## config.mk

```make
export PLATFORM = sky130hd
export DESIGN_NAME = apb3_master_bridge
export DESIGN_NICKNAME = d
export VERILOG_FILES = /design/src/rtl/apb3_pkg.sv /design/src/rtl/apb3_timeout_counter.sv /design/src/rtl/apb3_master_bridge.sv
export SDC_FILE = /design/constraint.sdc
export NUM_CORES = 1
export LEC_CHECK = 0
export ABC_AREA = 1
export CAP_MARGIN = 20
export CORE_MARGIN = 10
export CORE_UTILIZATION = 44
export DETAILED_ROUTE_END_ITERATION = 7
export PLACE_DENSITY = 0.9
export SETUP_SLACK_MARGIN = 0.05
export SLEW_MARGIN = 30
export SYNTH_ARGS = -nofsm -noshare
export SYNTH_HDL_FRONTEND = slang
export SYNTH_SLANG_ARGS = --single-unit
```

## constraint.sdc

```tcl
create_clock -name clk -period 3.5 [get_ports clk]
set_input_delay 0.525 -clock clk [delete_from_list [all_inputs] [get_ports clk]]
set_output_delay 0.525 -clock clk [all_outputs]
set_load 0.01 [all_outputs]
```

## src/rtl/apb3_pkg.sv

```systemverilog
// Shared APB3 definitions: FSM state encoding (matches the slave side) and
// default bus widths.
package apb3_pkg;

  typedef enum logic [1:0] {
    ST_IDLE   = 2'b00,
    ST_SETUP  = 2'b01,
    ST_ACCESS = 2'b10
  } apb3_state_e;

  localparam int APB3_ADDR_WIDTH = 12;
  localparam int APB3_DATA_WIDTH = 32;

endpackage

```

## src/rtl/apb3_timeout_counter.sv

```systemverilog
// Access-phase wait counter; expired is high once LIMIT-1 waits have been counted.
module apb3_timeout_counter #(
  parameter int LIMIT = 256
) (
  input  logic clk,
  input  logic resetn,
  input  logic clear,
  input  logic enable,
  output logic expired
);

  localparam int CW = $clog2(LIMIT);

  logic [CW-1:0] count_r;

  // Wait-state counter, restarted at the start of every access phase.
  always_ff @(posedge clk or negedge resetn) begin
    if (!resetn) begin
      count_r <= {CW{1'b0}};
    end else if (clear) begin
      count_r <= {CW{1'b0}};
    end else if (enable) begin
      count_r <= count_r + CW'(1);
    end
  end

  assign expired = (count_r == CW'(LIMIT - 1));

endmodule

```

## src/rtl/apb3_master_bridge.sv

```systemverilog
// APB3 initiator: one valid/ready command becomes one APB3 transfer, answered by a
// one-cycle response strobe. Define APB3_MASTER_TIMEOUT_EN to abort stuck accesses.
module apb3_master_bridge
  import apb3_pkg::*;
#(
  parameter int ADDR_WIDTH     = APB3_ADDR_WIDTH,
  parameter int DATA_WIDTH     = APB3_DATA_WIDTH,
  parameter int TIMEOUT_CYCLES = 256
) (
  input  logic                  clk,
  input  logic                  resetn,
  input  logic                  cmd_valid,
  output logic                  cmd_ready,
  input  logic                  cmd_write,
  input  logic [ADDR_WIDTH-1:0] cmd_addr,
  input  logic [DATA_WIDTH-1:0] cmd_wdata,
  output logic                  rsp_valid,
  output logic [DATA_WIDTH-1:0] rsp_rdata,
  output logic                  rsp_error,
  output logic [ADDR_WIDTH-1:0] PADDR,
  output logic                  PSEL,
  output logic                  PENABLE,
  output logic                  PWRITE,
  output logic [DATA_WIDTH-1:0] PWDATA,
  input  logic [DATA_WIDTH-1:0] PRDATA,
  input  logic                  PREADY,
  input  logic                  PSLVERROR
);

  if (TIMEOUT_CYCLES < 2) begin : g_bad_timeout
    $error("apb3_master_bridge: TIMEOUT_CYCLES must be >= 2");
  end

  apb3_state_e           state_r;
  apb3_state_e           next_s;
  logic                  accept_s;
  logic                  done_s;
  logic                  abort_s;
  logic                  timeout_s;
  logic [ADDR_WIDTH-1:0] paddr_r;
  logic                  pwrite_r;
  logic [DATA_WIDTH-1:0] pwdata_r;
  logic                  rsp_valid_r;
  logic [DATA_WIDTH-1:0] rsp_rdata_r;
  logic                  rsp_error_r;

`ifdef APB3_MASTER_TIMEOUT_EN
  logic to_clear_s;
  logic to_enable_s;

  assign to_clear_s  = (state_r == ST_SETUP);
  assign to_enable_s = (state_r == ST_ACCESS) && !PREADY;

  apb3_timeout_counter #(
    .LIMIT (TIMEOUT_CYCLES)
  ) u_timeout (
    .clk     (clk),
    .resetn  (resetn),
    .clear   (to_clear_s),
    .enable  (to_enable_s),
    .expired (timeout_s)
  );
`else
  assign timeout_s = 1'b0;
`endif

  // Next-state decode; PREADY takes priority over a coincident timeout.
  always_comb begin
    next_s   = state_r;
    accept_s = 1'b0;
    done_s   = 1'b0;
    abort_s  = 1'b0;
    case (state_r)
      ST_IDLE: begin
        if (cmd_valid) begin
          next_s   = ST_SETUP;
          accept_s = 1'b1;
        end else begin
          next_s = ST_IDLE;
        end
      end
      ST_SETUP: begin
        next_s = ST_ACCESS;
      end
      ST_ACCESS: begin
        if (PREADY) begin
          next_s = ST_IDLE;
          done_s = 1'b1;
        end else if (timeout_s) begin
          next_s  = ST_IDLE;
          abort_s = 1'b1;
        end else begin
          next_s = ST_ACCESS;
        end
      end
      default: begin
        next_s = ST_IDLE;
      end
    endcase
  end

  // State register, transfer latch (held through the transfer) and response capture.
  always_ff @(posedge clk or negedge resetn) begin
    if (!resetn) begin
      state_r     <= ST_IDLE;
      paddr_r     <= {ADDR_WIDTH{1'b0}};
      pwrite_r    <= 1'b0;
      pwdata_r    <= {DATA_WIDTH{1'b0}};
      rsp_valid_r <= 1'b0;
      rsp_rdata_r <= {DATA_WIDTH{1'b0}};
      rsp_error_r <= 1'b0;
    end else begin
      state_r     <= next_s;
      rsp_valid_r <= done_s | abort_s;
      if (accept_s) begin
        paddr_r  <= cmd_addr;
        pwrite_r <= cmd_write;
        pwdata_r <= cmd_wdata;
      end
      if (done_s) begin
        rsp_error_r <= PSLVERROR;
        rsp_rdata_r <= pwrite_r ? {DATA_WIDTH{1'b0}} : PRDATA;
      end else if (abort_s) begin
        rsp_error_r <= 1'b1;
        rsp_rdata_r <= {DATA_WIDTH{1'b0}};
      end
    end
  end

  // Bus strobes come straight from the state register so they cannot glitch.
  assign cmd_ready = (state_r == ST_IDLE);
  assign PSEL      = (state_r == ST_SETUP) || (state_r == ST_ACCESS);
  assign PENABLE   = (state_r == ST_ACCESS);
  assign PADDR     = paddr_r;
  assign PWRITE    = pwrite_r;
  assign PWDATA    = pwdata_r;
  assign rsp_valid = rsp_valid_r;
  assign rsp_rdata = rsp_rdata_r;
  assign rsp_error = rsp_error_r;

endmodule

```

Word level (Yosys, flattened, before mapping)
Index checks and enable logic that the tools add are counted.
- register bits after elaboration: 81
- bits of input ports: 82
- word-level logic and storage cells: 21
- equal/unequal tests: 2
- multiplexer cells: 10
- reduce and logical (&&, ||, !) cells: 2
- operator list (operator ; count):
    $mux W32 ; 2
    $mux W1 ; 6
    $pmux W2 S3 ; 1
    $eq A2 B1 Y1 const B ; 1
    $eq A2 B2 Y1 const B ; 1
    $logic_not A2 Y1 ; 1
    $mux W2 ; 1
    $logic_or A1 B1 Y1 ; 1

Depth between registers and ports, before layout
- depth in word-level cells: 3
- mapped depth: 7
- mapped depth without buffers: 6

Worst setup path before layout
Ideal clock, no wire load.
- path type: flip-flop to output port
- from: reg state_r[0]
- to: out PSEL
- data arrival time: 0.701 ns
- data required time: 2.975 ns
- path slack: 2.274 ns
- stages on the path, launching flop included: 3
- buffers on the path: 0
- cells stage by stage: dfrtp_1 > inv_1 > ha_1
- longest elaborated chain between the ends: 2
- ends and longest elaborated chain (element ; line ; RTL):
    start: declaration ; apb3_master_bridge.sv:34 ; apb3_state_e state_r;
    start signal: assignment ; apb3_master_bridge.sv:113 ; state_r <= next_s;
    $eq A2 B1 Y1 or $eq A2 B2 Y1 (tied branches) ; apb3_master_bridge.sv:132 ; assign PSEL = (state_r == ST_SETUP) || (state_r == ST_ACCESS);
    $logic_or A1 B1 Y1 * ; apb3_master_bridge.sv:132 ;
    end: declaration ; apb3_master_bridge.sv:21 ; output logic PSEL,
Mark *: on every way between the ends. The rest lies on a longest branch, timed or not.

Final worst setup path
- from: reg state_r[0]
- to: out PENABLE
- longest elaborated chain between the ends: 1
- ends and longest elaborated chain (element ; line ; RTL):
    $eq A2 B2 Y1 ; apb3_master_bridge.sv:133 ; assign PENABLE = (state_r == ST_ACCESS);
    end: declaration ; apb3_master_bridge.sv:22 ; output logic PENABLE,
Every way passes these cells.

==> impl_metrics.csv <==
group,metric,value,unit
pwr,netSwitchingPower,1.571,mW
layout,area_growth,54.70,%
drt,drtIter0Drc,112,
setup_path,worst_r2r_path_depth,7,
die,fp.dieArea,11490,µm²
cts,clock-sinks,81,
sta,fin_crit_sh,60.75,%
sta,worst_pin_slew,0.7377,ns
cts,cts_setup_buffers,0,
min_path,hold_class,"input pin to async pin",
synthesis,async_flop_share,100.0,%
cts,htree_levels,3,
place,place_area,4997,µm²
synthesis,syn_area_per_cell,8.197,µm²
drt,viasPerCell,4.551,
synthesis,synth_seq_cells,81,
synthesis,synth_most_common_cell,"nand2_1",
pwr,power_density,843.3,nW/µm²
sta,hold_ws,0.1833,ns
pwr,p_seq_share,37.2,%
cts,clockBufferDepth,2,
cts,holdBufCountCts,0,
pwr,p_clk_share,14.5,%
cts,clk_pin_slew,0.08,ns
setup_path,crit_path_end_kind,"output pin",
die,boundaryPins,164,
setup_path,worstReg2RegEnd,"PWDATA[5]",
synthesis,synth_edf_count,0,
setup_path,path_max_fanout,3,
setup_path,worst-setup-path-type,"register to output pin",
grt,grt_pass1_vias,3335,
layout,nets,651,
sta,fin_crit,2.126,ns
setup_path,cp.arrival,1.60,ns
synthesis,synth_commonest_cells,"nand2_1, dfrtp_1, inv_1, nor2_1, buf_2",
drt,firstDrtPassIters,4,
setup_path,startpoint_type,"register",
setup_path,rrSetupSlack,1.77,ns
setup_path,rr_startpoint,"state_r[0]",
pwr,internal_power,2.792,mW
synthesis,yosys.area.top_type,"dfrtp_1",
pwr,combPwrFrac,48.3,%
grt,grt_max_degree,82,
drt,post_drt_wl_per_cell,15.00,µm
pwr,leakagePower,2.694,nW
cts,insertion_delay,0.34,ns
synthesis,ys_seq_area_share,60.61,%
cts,cts-root-buf,"clkbuf_8",
synthesis,synth_cell_types,11,
drt,ant_nets,0,
layout,postLayoutCellArea,5174,µm²
layout,antennaDiodeCount,0,
grt,antenna_found_initial,0,
cts,numCtsBuffers,9,
die,die_h,107.2,µm
cts,cts_tree,"done",
sta,clock-skew-final,0.01048,ns
synthesis,synth_area_leaders,"dfrtp_1, nand2_1, inv_1",
die,row_count,31,
synthesis,syn-cell-area,3344,µm²
pwr,vdd_drop_max,0.0004859,V
synthesis,netlist_instances,408,
die,die_w,107.2,µm
drt,post-route-drc-count,0,
place,port_buffers,163,
sta,slew_headroom,50.82,%
synthesis,yosys.area.top_type_share,60.61,%
sta,rsz0062_at_grt,"no",
place,place.gp.congestion,0.8040,
drt,routed_wl,10.05,mm
sta,setup_viol,0,
grt,grt_overflow_total,0,
pwr,netSwitchingFraction,36.01,%
synthesis,ys_warn_count,0,
grt,grt_usage,17.37,%
layout,drive_gt1_share,3.678,%
die,placeableCoreArea,7331,µm²
synthesis,syn_nets,492,
setup_path,cp.required,2.97,ns
grt,grt_pass1_wl,16.21,mm
synthesis,ys.flop_type,"dfrtp_1",
sta,max_freq,0.4703,GHz
sta,finalHoldViolations,0,
sta,maxSlewViolCount,0,
job,drv_cap,0,
sta,setup_tns,0,ns
die,initial_utilization,45.62,%
drt,vias,3049,
outcome,status,"finished clean",
place,dp_hpwl,7.471,mm
cts,cts-resized-gates,0,
## critical path, cell delays in order (launching register included)
cell             delay (ns)
dfrtp_1                0.38
inv_1                  0.09
ha_1                   0.21
clkdlybuf4s50_1        0.60
## power groups by stage
| stage | clock network (mW) | registers [mW] | logic (mW) |
|---|---|---|---|
| floorplan | 0 | 1.82 | 0.717 |
| global placement | 0 | 1.61 | 2.09 |
| detailed placement | 0 | 1.63 | 2.14 |
| CTS | 0.649 | 1.62 | 2.15 |
| global route | 0.696 | 1.67 | 2.31 |
| finish | 0.634 | 1.62 | 2.11 |
## layout by cell type (no fill, tap or decap), drive strengths merged
master and n:
inv 36, clkdlybuf4s50 162, buf 4, nor2 32
ha 2, bufinv 1, clkbuf 11, nand2 238
nand3b 1, dfrtp 81, clkinv 3
## how the worst max path moves through the flow
stage	slack [ns]	start	endpoint	depth (start not counted)
after CTS	1.36	state_r[0]	PENABLE	3
after global placement	1.47	cmd_valid	PADDR[0]	6
after detailed placement	1.43	cmd_valid	PWDATA[5]	6
final	1.37	state_r[0]	PENABLE	3
after global routing	1.27	state_r[0]	PENABLE	3
after floorplan	2.27	state_r[0]	PSEL	2
## cell type report
class	count	area, µm²
repair buffers	166	1655
inverters	36	140.1
clock inverters	4	45.04
clock buffers	11	131.4
well taps	99	123.9
fillers	559	2157
multi-input cells	273	1051
flip-flops and latches	81	2027
## kinds of logic after synthesis
kind of cell,synth area share [%]
adders and majority gates,0.7481
buffers and inverters,7.968
DFF,60.61
and+or+nand+nor,30.68
## layer usage
metal	global-route usage [%]	vias to the layer above	wire length (µm)
met1	20.04	1403	4057
met2	27.62	140	4563
met4	5.416	0	108
met3	8.683	9	1320
met5	0	-	0
li1	-	1497	-
## flip-flops by register name, indices dropped and copies added, names as in the netlist
| signal | cells |
|---|---|
| PWRITE | 1 |
| PADDR | 12 |
| state_r | 2 |
| PWDATA | 32 |
| rsp_error | 1 |
| rsp_rdata | 32 |
| rsp_valid | 1 |
## metrics by stage
step | worst slack, ns | utilization (%) | total power, mW | instances
final | 1.374 | 70.58 | 4.363 | 670
after global routing | 1.270 | 70.58 | 4.681 | 670
after CTS | 1.358 | 70.58 | 4.416 | 670
after detailed placement | 1.428 | 68.17 | 3.764 | 655
after global placement | 1.474 | 68.12 | 3.694 | 655
after floorplan | 2.274 | - | 2.539 | 408
Power figures use the tool's default switching activity.
